### src/rtl/eth_sma_fifo_buf_pkg.sv
// Shared definitions for the SMA command/response buffer.
// Contents: SMA op codes, TX entry field positions, FIFO widths and depth,
// and a helper that packs a TX command entry from its fields.
package eth_sma_pkg;

   localparam int unsigned TX_WIDTH = 23;
   localparam int unsigned RX_WIDTH = 16;
   localparam int unsigned DEPTH    = 4;
   localparam int unsigned AW       = $clog2(DEPTH);

   // TX entry layout: {op[1:0], regad[4:0], data[15:0]}
   localparam int unsigned OP_MSB    = 22;
   localparam int unsigned OP_LSB    = 21;
   localparam int unsigned REGAD_MSB = 20;
   localparam int unsigned REGAD_LSB = 16;
   localparam int unsigned DATA_MSB  = 15;
   localparam int unsigned DATA_LSB  = 0;

   typedef enum logic [1:0] {
      SMA_OP_WR = 2'b01,
      SMA_OP_RD = 2'b10
   } sma_op_e;

   function automatic logic [TX_WIDTH-1:0] sma_cmd(input sma_op_e op,
                                                   input logic [4:0] regad,
                                                   input logic [15:0] data);
      return {op, regad, data};
   endfunction

endpackage

### src/rtl/eth_sma_fifo_buf_if.sv
// Bus bundle between the register bank (host), the SMA protocol engine (PE)
// and the command/response buffer.
// Modports:
//   slave  - the buffer: takes pushes/pops, drives heads, counts and status.
//   master - the users: drive pushes/pops and write data, observe the rest.
// Optional ETH_SMA_FIFO_ERR_EN adds the sticky error flags
// host_tx_ovf, host_rx_udf, pe_rx_ovf and pe_tx_udf.
interface eth_sma_fifo_buf_if;
   import eth_sma_pkg::*;

   logic                host_tx_push;
   logic [TX_WIDTH-1:0] host_tx_wdata;
   logic                host_tx_full;
   logic [AW:0]         host_tx_num;
   logic                host_rx_pop;
   logic [RX_WIDTH-1:0] host_rx_rdata;
   logic                host_rx_empty;
   logic [AW:0]         host_rx_num;
   logic                tx_fifo_re;
   logic [TX_WIDTH-1:0] tx_fifo_data;
   logic [AW:0]         tx_fifo_num;
   logic                rx_fifo_we;
   logic [RX_WIDTH-1:0] rx_fifo_data;
   logic [AW:0]         rx_fifo_num;
`ifdef ETH_SMA_FIFO_ERR_EN
   logic                host_tx_ovf;
   logic                host_rx_udf;
   logic                pe_rx_ovf;
   logic                pe_tx_udf;
`endif

   modport slave (
      input  host_tx_push, host_tx_wdata, host_rx_pop, tx_fifo_re, rx_fifo_we, rx_fifo_data,
      output host_tx_full, host_tx_num, host_rx_rdata, host_rx_empty, host_rx_num,
             tx_fifo_data, tx_fifo_num, rx_fifo_num
`ifdef ETH_SMA_FIFO_ERR_EN
             , host_tx_ovf, host_rx_udf, pe_rx_ovf, pe_tx_udf
`endif
   );

   modport master (
      output host_tx_push, host_tx_wdata, host_rx_pop, tx_fifo_re, rx_fifo_we, rx_fifo_data,
      input  host_tx_full, host_tx_num, host_rx_rdata, host_rx_empty, host_rx_num,
             tx_fifo_data, tx_fifo_num, rx_fifo_num
`ifdef ETH_SMA_FIFO_ERR_EN
             , host_tx_ovf, host_rx_udf, pe_rx_ovf, pe_tx_udf
`endif
   );

endinterface

### src/rtl/eth_sma_fifo_buf_sync_fifo.sv
// eth_sma_sync_fifo: generic first-word-fall-through synchronous FIFO.
// Ports:
//   clk, rstn (sync, active low), clr (sync flush)
//   we/wdata  - push; dropped while full
//   re/rdata  - pop; ignored while empty; rdata is the head, combinational
//   num       - occupancy, full, empty
//   ovf/udf   - sticky dropped-push / ignored-pop flags (ETH_SMA_FIFO_ERR_EN only)
// DEPTH must be a power of 2 so the pointers wrap by plain overflow.
module eth_sma_sync_fifo #(
   parameter int unsigned WIDTH = 23,
   parameter int unsigned DEPTH = 4,
   localparam int unsigned AW   = $clog2(DEPTH)
) (
   input  logic             clk,
   input  logic             rstn,
   input  logic             clr,
   input  logic             we,
   input  logic [WIDTH-1:0] wdata,
   input  logic             re,
   output logic [WIDTH-1:0] rdata,
   output logic [AW:0]      num,
   output logic             full,
   output logic             empty
`ifdef ETH_SMA_FIFO_ERR_EN
   ,
   output logic             ovf,
   output logic             udf
`endif
);

   localparam logic [AW:0] FULL_CNT = DEPTH[AW:0];

   logic [WIDTH-1:0] mem_q [DEPTH];
   logic [AW-1:0]    wr_ptr_q, wr_ptr_d;
   logic [AW-1:0]    rd_ptr_q, rd_ptr_d;
   logic [AW:0]      cnt_q, cnt_d;
   logic             push_ok, pop_ok;

   // Acceptance is judged on the pre-edge count, so a pop never frees room
   // for a same-cycle push when full, nor a push feeds a pop when empty.
   assign push_ok = we && (cnt_q != FULL_CNT);
   assign pop_ok  = re && (cnt_q != '0);

   always_comb begin
      wr_ptr_d = wr_ptr_q;
      rd_ptr_d = rd_ptr_q;
      cnt_d    = cnt_q;
      if (push_ok) wr_ptr_d = wr_ptr_q + 1'b1;
      if (pop_ok)  rd_ptr_d = rd_ptr_q + 1'b1;
      if (push_ok && !pop_ok) begin
         cnt_d = cnt_q + 1'b1;
      end else if (pop_ok && !push_ok) begin
         cnt_d = cnt_q - 1'b1;
      end
   end

   always_ff @(posedge clk) begin
      if (!rstn || clr) begin
         wr_ptr_q <= '0;
         rd_ptr_q <= '0;
         cnt_q    <= '0;
         mem_q    <= '{default: '0};
      end else begin
         wr_ptr_q <= wr_ptr_d;
         rd_ptr_q <= rd_ptr_d;
         cnt_q    <= cnt_d;
         if (push_ok) mem_q[wr_ptr_q] <= wdata;
      end
   end

   // Head is stale storage when empty; consumers qualify with num/empty.
   assign rdata = mem_q[rd_ptr_q];
   assign num   = cnt_q;
   assign full  = (cnt_q == FULL_CNT);
   assign empty = (cnt_q == '0);

`ifdef ETH_SMA_FIFO_ERR_EN
   logic ovf_q, udf_q;

   always_ff @(posedge clk) begin
      if (!rstn || clr) begin
         ovf_q <= 1'b0;
         udf_q <= 1'b0;
      end else begin
         ovf_q <= ovf_q | (we && !push_ok);
         udf_q <= udf_q | (re && !pop_ok);
      end
   end

   assign ovf = ovf_q;
   assign udf = udf_q;
`endif

endmodule

### src/rtl/eth_sma_fifo_buf.sv
// eth_sma_fifo_buf: command/response buffer between the MDIO register bank
// (host) and the SMA master protocol engine (PE).
// Ports:
//   pe_clk    - sole clock
//   pe_rstn   - synchronous active-low reset
//   logic_clr - synchronous flush of both FIFOs, wins over push/pop
//   bus       - eth_sma_fifo_buf_if.slave: TX path host->PE (23-bit commands),
//               RX path PE->host (16-bit read data), counts and status.
// Optional ETH_SMA_FIFO_ERR_EN adds sticky host_tx_ovf, host_rx_udf,
// pe_rx_ovf and pe_tx_udf on the bus.
module eth_sma_fifo_buf
   import eth_sma_pkg::*;
(
   input logic               pe_clk,
   input logic               pe_rstn,
   input logic               logic_clr,
   eth_sma_fifo_buf_if.slave bus
);

   logic [AW:0] tx_num, rx_num;
   logic        tx_empty_unused, rx_full_unused;

   eth_sma_sync_fifo #(
      .WIDTH(TX_WIDTH),
      .DEPTH(DEPTH)
   ) u_tx_fifo (
      .clk   (pe_clk),
      .rstn  (pe_rstn),
      .clr   (logic_clr),
      .we    (bus.host_tx_push),
      .wdata (bus.host_tx_wdata),
      .re    (bus.tx_fifo_re),
      .rdata (bus.tx_fifo_data),
      .num   (tx_num),
      .full  (bus.host_tx_full),
      .empty (tx_empty_unused)
`ifdef ETH_SMA_FIFO_ERR_EN
      ,
      .ovf   (bus.host_tx_ovf),
      .udf   (bus.pe_tx_udf)
`endif
   );

   eth_sma_sync_fifo #(
      .WIDTH(RX_WIDTH),
      .DEPTH(DEPTH)
   ) u_rx_fifo (
      .clk   (pe_clk),
      .rstn  (pe_rstn),
      .clr   (logic_clr),
      .we    (bus.rx_fifo_we),
      .wdata (bus.rx_fifo_data),
      .re    (bus.host_rx_pop),
      .rdata (bus.host_rx_rdata),
      .num   (rx_num),
      .full  (rx_full_unused),
      .empty (bus.host_rx_empty)
`ifdef ETH_SMA_FIFO_ERR_EN
      ,
      .ovf   (bus.pe_rx_ovf),
      .udf   (bus.host_rx_udf)
`endif
   );

   assign bus.host_tx_num = tx_num;
   assign bus.tx_fifo_num = tx_num;
   assign bus.host_rx_num = rx_num;
   assign bus.rx_fifo_num = rx_num;

endmodule
### src/flat_wrapper.sv
// flat-port wrapper written by rule: the top's interface ports become plain ports
module eth_sma_fifo_buf_flat import eth_sma_pkg::*;
  (pe_clk, pe_rstn, logic_clr, bus_host_tx_push, bus_host_tx_wdata, bus_host_rx_pop, bus_tx_fifo_re, bus_rx_fifo_we, bus_rx_fifo_data, bus_host_tx_full, bus_host_tx_num, bus_host_rx_rdata, bus_host_rx_empty, bus_host_rx_num, bus_tx_fifo_data, bus_tx_fifo_num, bus_rx_fifo_num);
  eth_sma_fifo_buf_if bus_i ();
  input logic pe_clk;
  input logic pe_rstn;
  input logic logic_clr;
  input wire logic [$bits(bus_i.host_tx_push)-1:0] bus_host_tx_push;
  input wire logic [$bits(bus_i.host_tx_wdata)-1:0] bus_host_tx_wdata;
  input wire logic [$bits(bus_i.host_rx_pop)-1:0] bus_host_rx_pop;
  input wire logic [$bits(bus_i.tx_fifo_re)-1:0] bus_tx_fifo_re;
  input wire logic [$bits(bus_i.rx_fifo_we)-1:0] bus_rx_fifo_we;
  input wire logic [$bits(bus_i.rx_fifo_data)-1:0] bus_rx_fifo_data;
  output wire logic [$bits(bus_i.host_tx_full)-1:0] bus_host_tx_full;
  output wire logic [$bits(bus_i.host_tx_num)-1:0] bus_host_tx_num;
  output wire logic [$bits(bus_i.host_rx_rdata)-1:0] bus_host_rx_rdata;
  output wire logic [$bits(bus_i.host_rx_empty)-1:0] bus_host_rx_empty;
  output wire logic [$bits(bus_i.host_rx_num)-1:0] bus_host_rx_num;
  output wire logic [$bits(bus_i.tx_fifo_data)-1:0] bus_tx_fifo_data;
  output wire logic [$bits(bus_i.tx_fifo_num)-1:0] bus_tx_fifo_num;
  output wire logic [$bits(bus_i.rx_fifo_num)-1:0] bus_rx_fifo_num;
  assign bus_i.host_tx_push = bus_host_tx_push;
  assign bus_i.host_tx_wdata = bus_host_tx_wdata;
  assign bus_i.host_rx_pop = bus_host_rx_pop;
  assign bus_i.tx_fifo_re = bus_tx_fifo_re;
  assign bus_i.rx_fifo_we = bus_rx_fifo_we;
  assign bus_i.rx_fifo_data = bus_rx_fifo_data;
  assign bus_host_tx_full = bus_i.host_tx_full;
  assign bus_host_tx_num = bus_i.host_tx_num;
  assign bus_host_rx_rdata = bus_i.host_rx_rdata;
  assign bus_host_rx_empty = bus_i.host_rx_empty;
  assign bus_host_rx_num = bus_i.host_rx_num;
  assign bus_tx_fifo_data = bus_i.tx_fifo_data;
  assign bus_tx_fifo_num = bus_i.tx_fifo_num;
  assign bus_rx_fifo_num = bus_i.rx_fifo_num;
  eth_sma_fifo_buf u_core (.pe_clk(pe_clk), .pe_rstn(pe_rstn), .logic_clr(logic_clr), .bus(bus_i));
endmodule
### config.mk
export PLATFORM = sky130hd
export DESIGN_NAME = eth_sma_fifo_buf_flat
export DESIGN_NICKNAME = d
export VERILOG_FILES = /design/src/rtl/eth_sma_fifo_buf_pkg.sv /design/src/rtl/eth_sma_fifo_buf_if.sv /design/src/rtl/eth_sma_fifo_buf_sync_fifo.sv /design/src/rtl/eth_sma_fifo_buf.sv /design/src/flat_wrapper.sv
export SDC_FILE = /design/constraint.sdc
export NUM_CORES = 1
export LEC_CHECK = 0
export BUFFER_PORTS_ARGS = -buffer_cell sky130_fd_sc_hd__buf_2
export CORE_AREA = 2 2 133 135
export DETAILED_ROUTE_END_ITERATION = 10
export DIE_AREA = 0 0 135 137
export PLACE_DENSITY = 0.73
export SLEW_MARGIN = 20
export SYNTH_ARGS = -nofsm -noshare
export SYNTH_HDL_FRONTEND = slang
export SYNTH_HIERARCHICAL = 1
export SYNTH_SLANG_ARGS = --single-unit
### constraint.sdc
create_clock -name pe_clk -period 2.1 [get_ports pe_clk]
set_input_delay 0 -clock pe_clk [delete_from_list [all_inputs] [get_ports pe_clk]]
set_output_delay 0 -clock pe_clk [all_outputs]
set_load 0.1 [all_outputs]
==> flow_summary.toml <==
[clock_network]
cts_tree = "done"
numCtsBuffers = 17
cts_root_buf = "clkbuf_16"
ctsResizeCount = 0
cts.reportedPaths.clkPinSlew_ps = 70
clock_latency_ps = 420
cts_max_level = 4
cts_buffer_depth = 2
clock_sinks = 170

[detailed_routing]
wire_per_inst_um = 15.08
ant_nets = 0
drcViolationCount = 0
drt-total-wl_um = 15940
routed-via-count = 5395
via_per_inst = 5.104
first_pass_iters = 4
drt_iter0_markers = 253

[final_layout]
layout_common_cells = "nand2_1 (195), dfxtp_1 (163), mux2i_1 (158)"
final_common_cell = "nand2_1"
n_antenna_cell = 0
area_growth_pct = 28.80
final_util_pct = 56.76
drive_gt1_share_pct = 25.96
finalNonFillerCells = 1057
nNetsFinal = 877
fin_area_um2 = 9681

[global_routing]
grt-ovfl-total = 0
grt_pass1_wl_um = 26660
grt.total_usage_pct = 18.25
antenna_found_initial = 0
grt_pass1_vias = 5408
grt_max_degree = 82

[placed_design]
dp_hpwl_um = 10190
placed_cells_incl_taps = 982
port-buffer-count = 98
dpl_worst_slack_ps = 133.0
place_congestion = 0.7238
placed_cell_area_um2 = 8671

[critical_path]
r2r_start = "u_core/u_rx_fifo/num[2]"
worstPathMaxFanout = 8
end_kind = "register"
start_kind = "register"
path_class = "register to register"
cp.arrival_ps = 2350
slowest_stage = "dfxtp_4"
critPathRequiredTime_ps = 2450
slowest_delay_ps = 370
cp-startpoint = "u_core/u_rx_fifo/num[2]"
crit_chain = "o31ai_1, buf_4, ha_4, inv_2, fa_2, xor2_1, or3_1, a21oi_1"

[power]
combPwrFrac_pct = 16.8
powerDensity_nw_per_um2 = 786.2
netSwitchingPower_w = 0.002301
leakage_nw = 4.195
cell_internal_pwr_w = 0.005310
seqPwrFrac_pct = 43.8
p_sw_share_pct = 30.23
vdd.ir_drop.worst_v = 0.0005653
power_frac_clock_pct = 39.5

[timing]
clock.fmax_mhz = 499.7
rsz0062_at_grt = "false"
hold_violations = 0
period_needed_ps = 2001
tightest_slew_ps = 622.2
slew_headroom_pct = 58.43
period_share_pct = 95.29
setup_violations = 0
fin_ws_ps = 98.94
fin_worst_skew_ps = 10.61
drv_slew = 0

[min_path]
hp-class = "input pin to register"
worstHoldStart = "pe_rstn"

[floorplanning]
core-area_um2 = 17060
die_y_um = 137
placementRows = 48
dieArea_um2 = 18500
start_util_pct = 44.07
die_w_um = 135
pin_count = 99

[synthesis]
syn-instance-count = 693
yosys_warnings = 6
postSynthAreaPerCell_um2 = 10.85
synth.net_count = 751
synth_area_um2 = 7516

[job]
drv_cap = 0

[outcome]
outcome = "finished, final reports clean"
==> sequential cells by signal, summed over array words and instances (netlist names) <==
register                   count
u_core/u_rx_fifo/mem_q        64
u_core/u_tx_fifo/mem_q        92
u_core/u_rx_fifo/num           3
u_core/u_rx_fifo/wr_ptr_q      2
u_core/u_tx_fifo/num           3
u_core/u_tx_fifo/wr_ptr_q      2
u_core/u_tx_fifo/rd_ptr_q      2
u_core/u_rx_fifo/rd_ptr_q      2
==> worst max-delay path: cells and delay by family, from the launching register on <==
kind	cells	cell delay, ps
xor+xnor	1	160
buf+inv	2	210
flops	1	370
simple gates	1	320
fa+ha+maj	2	480
compound gates	2	390
==> through the flow <==
step	hold slack (ps)	setup TNS (ps)	power, W
3_5_place_dp	335.1	0	0.004620
3_3_place_gp	328.0	0	0.004604
4_1_cts	20.08	0	0.007703
6_report	32.16	0	0.007611
5_1_grt	55.99	0	0.007923
2_1_floorplan	203.5	-196.3	0.004315
==> area by class of cell <==
class / instances / area [um2]
fillers: 1397 / 7376
multi-input cells: 459 / 3785
flip-flops and latches: 170 / 3427
repair buffers: 164 / 1582
clock buffers: 17 / 425.4
well taps: 225 / 281.5
clock inverters: 15 / 153.9
inverters: 7 / 26.28
==> metal layers <==
metal / part of all wire, % / global-route usage, % / up-vias
li1: - / - / 2641
met1: 45 / 22.79 / 2636
met2: 51 / 31.53 / 106
met3: 3.7 / 4.444 / 12
met4: 1.0 / 5.208 / 0
met5: 0 / 0 / -
==> power by group through the flow <==
| stage | clock network, W | registers, W | logic, W |
|---|---|---|---|
| after global placement | 0 | 0.00340 | 0.00120 |
| after CTS | 0.00309 | 0.00333 | 0.00128 |
| final | 0.00300 | 0.00333 | 0.00128 |
| after floorplan | 0 | 0.00348 | 0.000833 |
| after detailed placement | 0 | 0.00340 | 0.00122 |
| after global routing | 0.00324 | 0.00334 | 0.00135 |
==> final timing paths <==
check / end / slack, ps / depth (start not counted)
setup / recovery: u_core/u_rx_fifo/num[2] / 100 / 8
hold / removal: u_core/u_rx_fifo/rd_ptr_q[1] / 30 / 3
setup reg to reg: u_core/u_rx_fifo/num[2] / 100 / 8
hold reg to reg: u_core/u_rx_fifo/mem_q[17] / 460 / 2
==> repair_timing <==
item,in CTS,in global routing
hold endpoints to repair,162,0
setup endpoints to repair,0,0
hold buffers,43,0
setup buffers,0,0
Power figures use the tool's default switching activity.
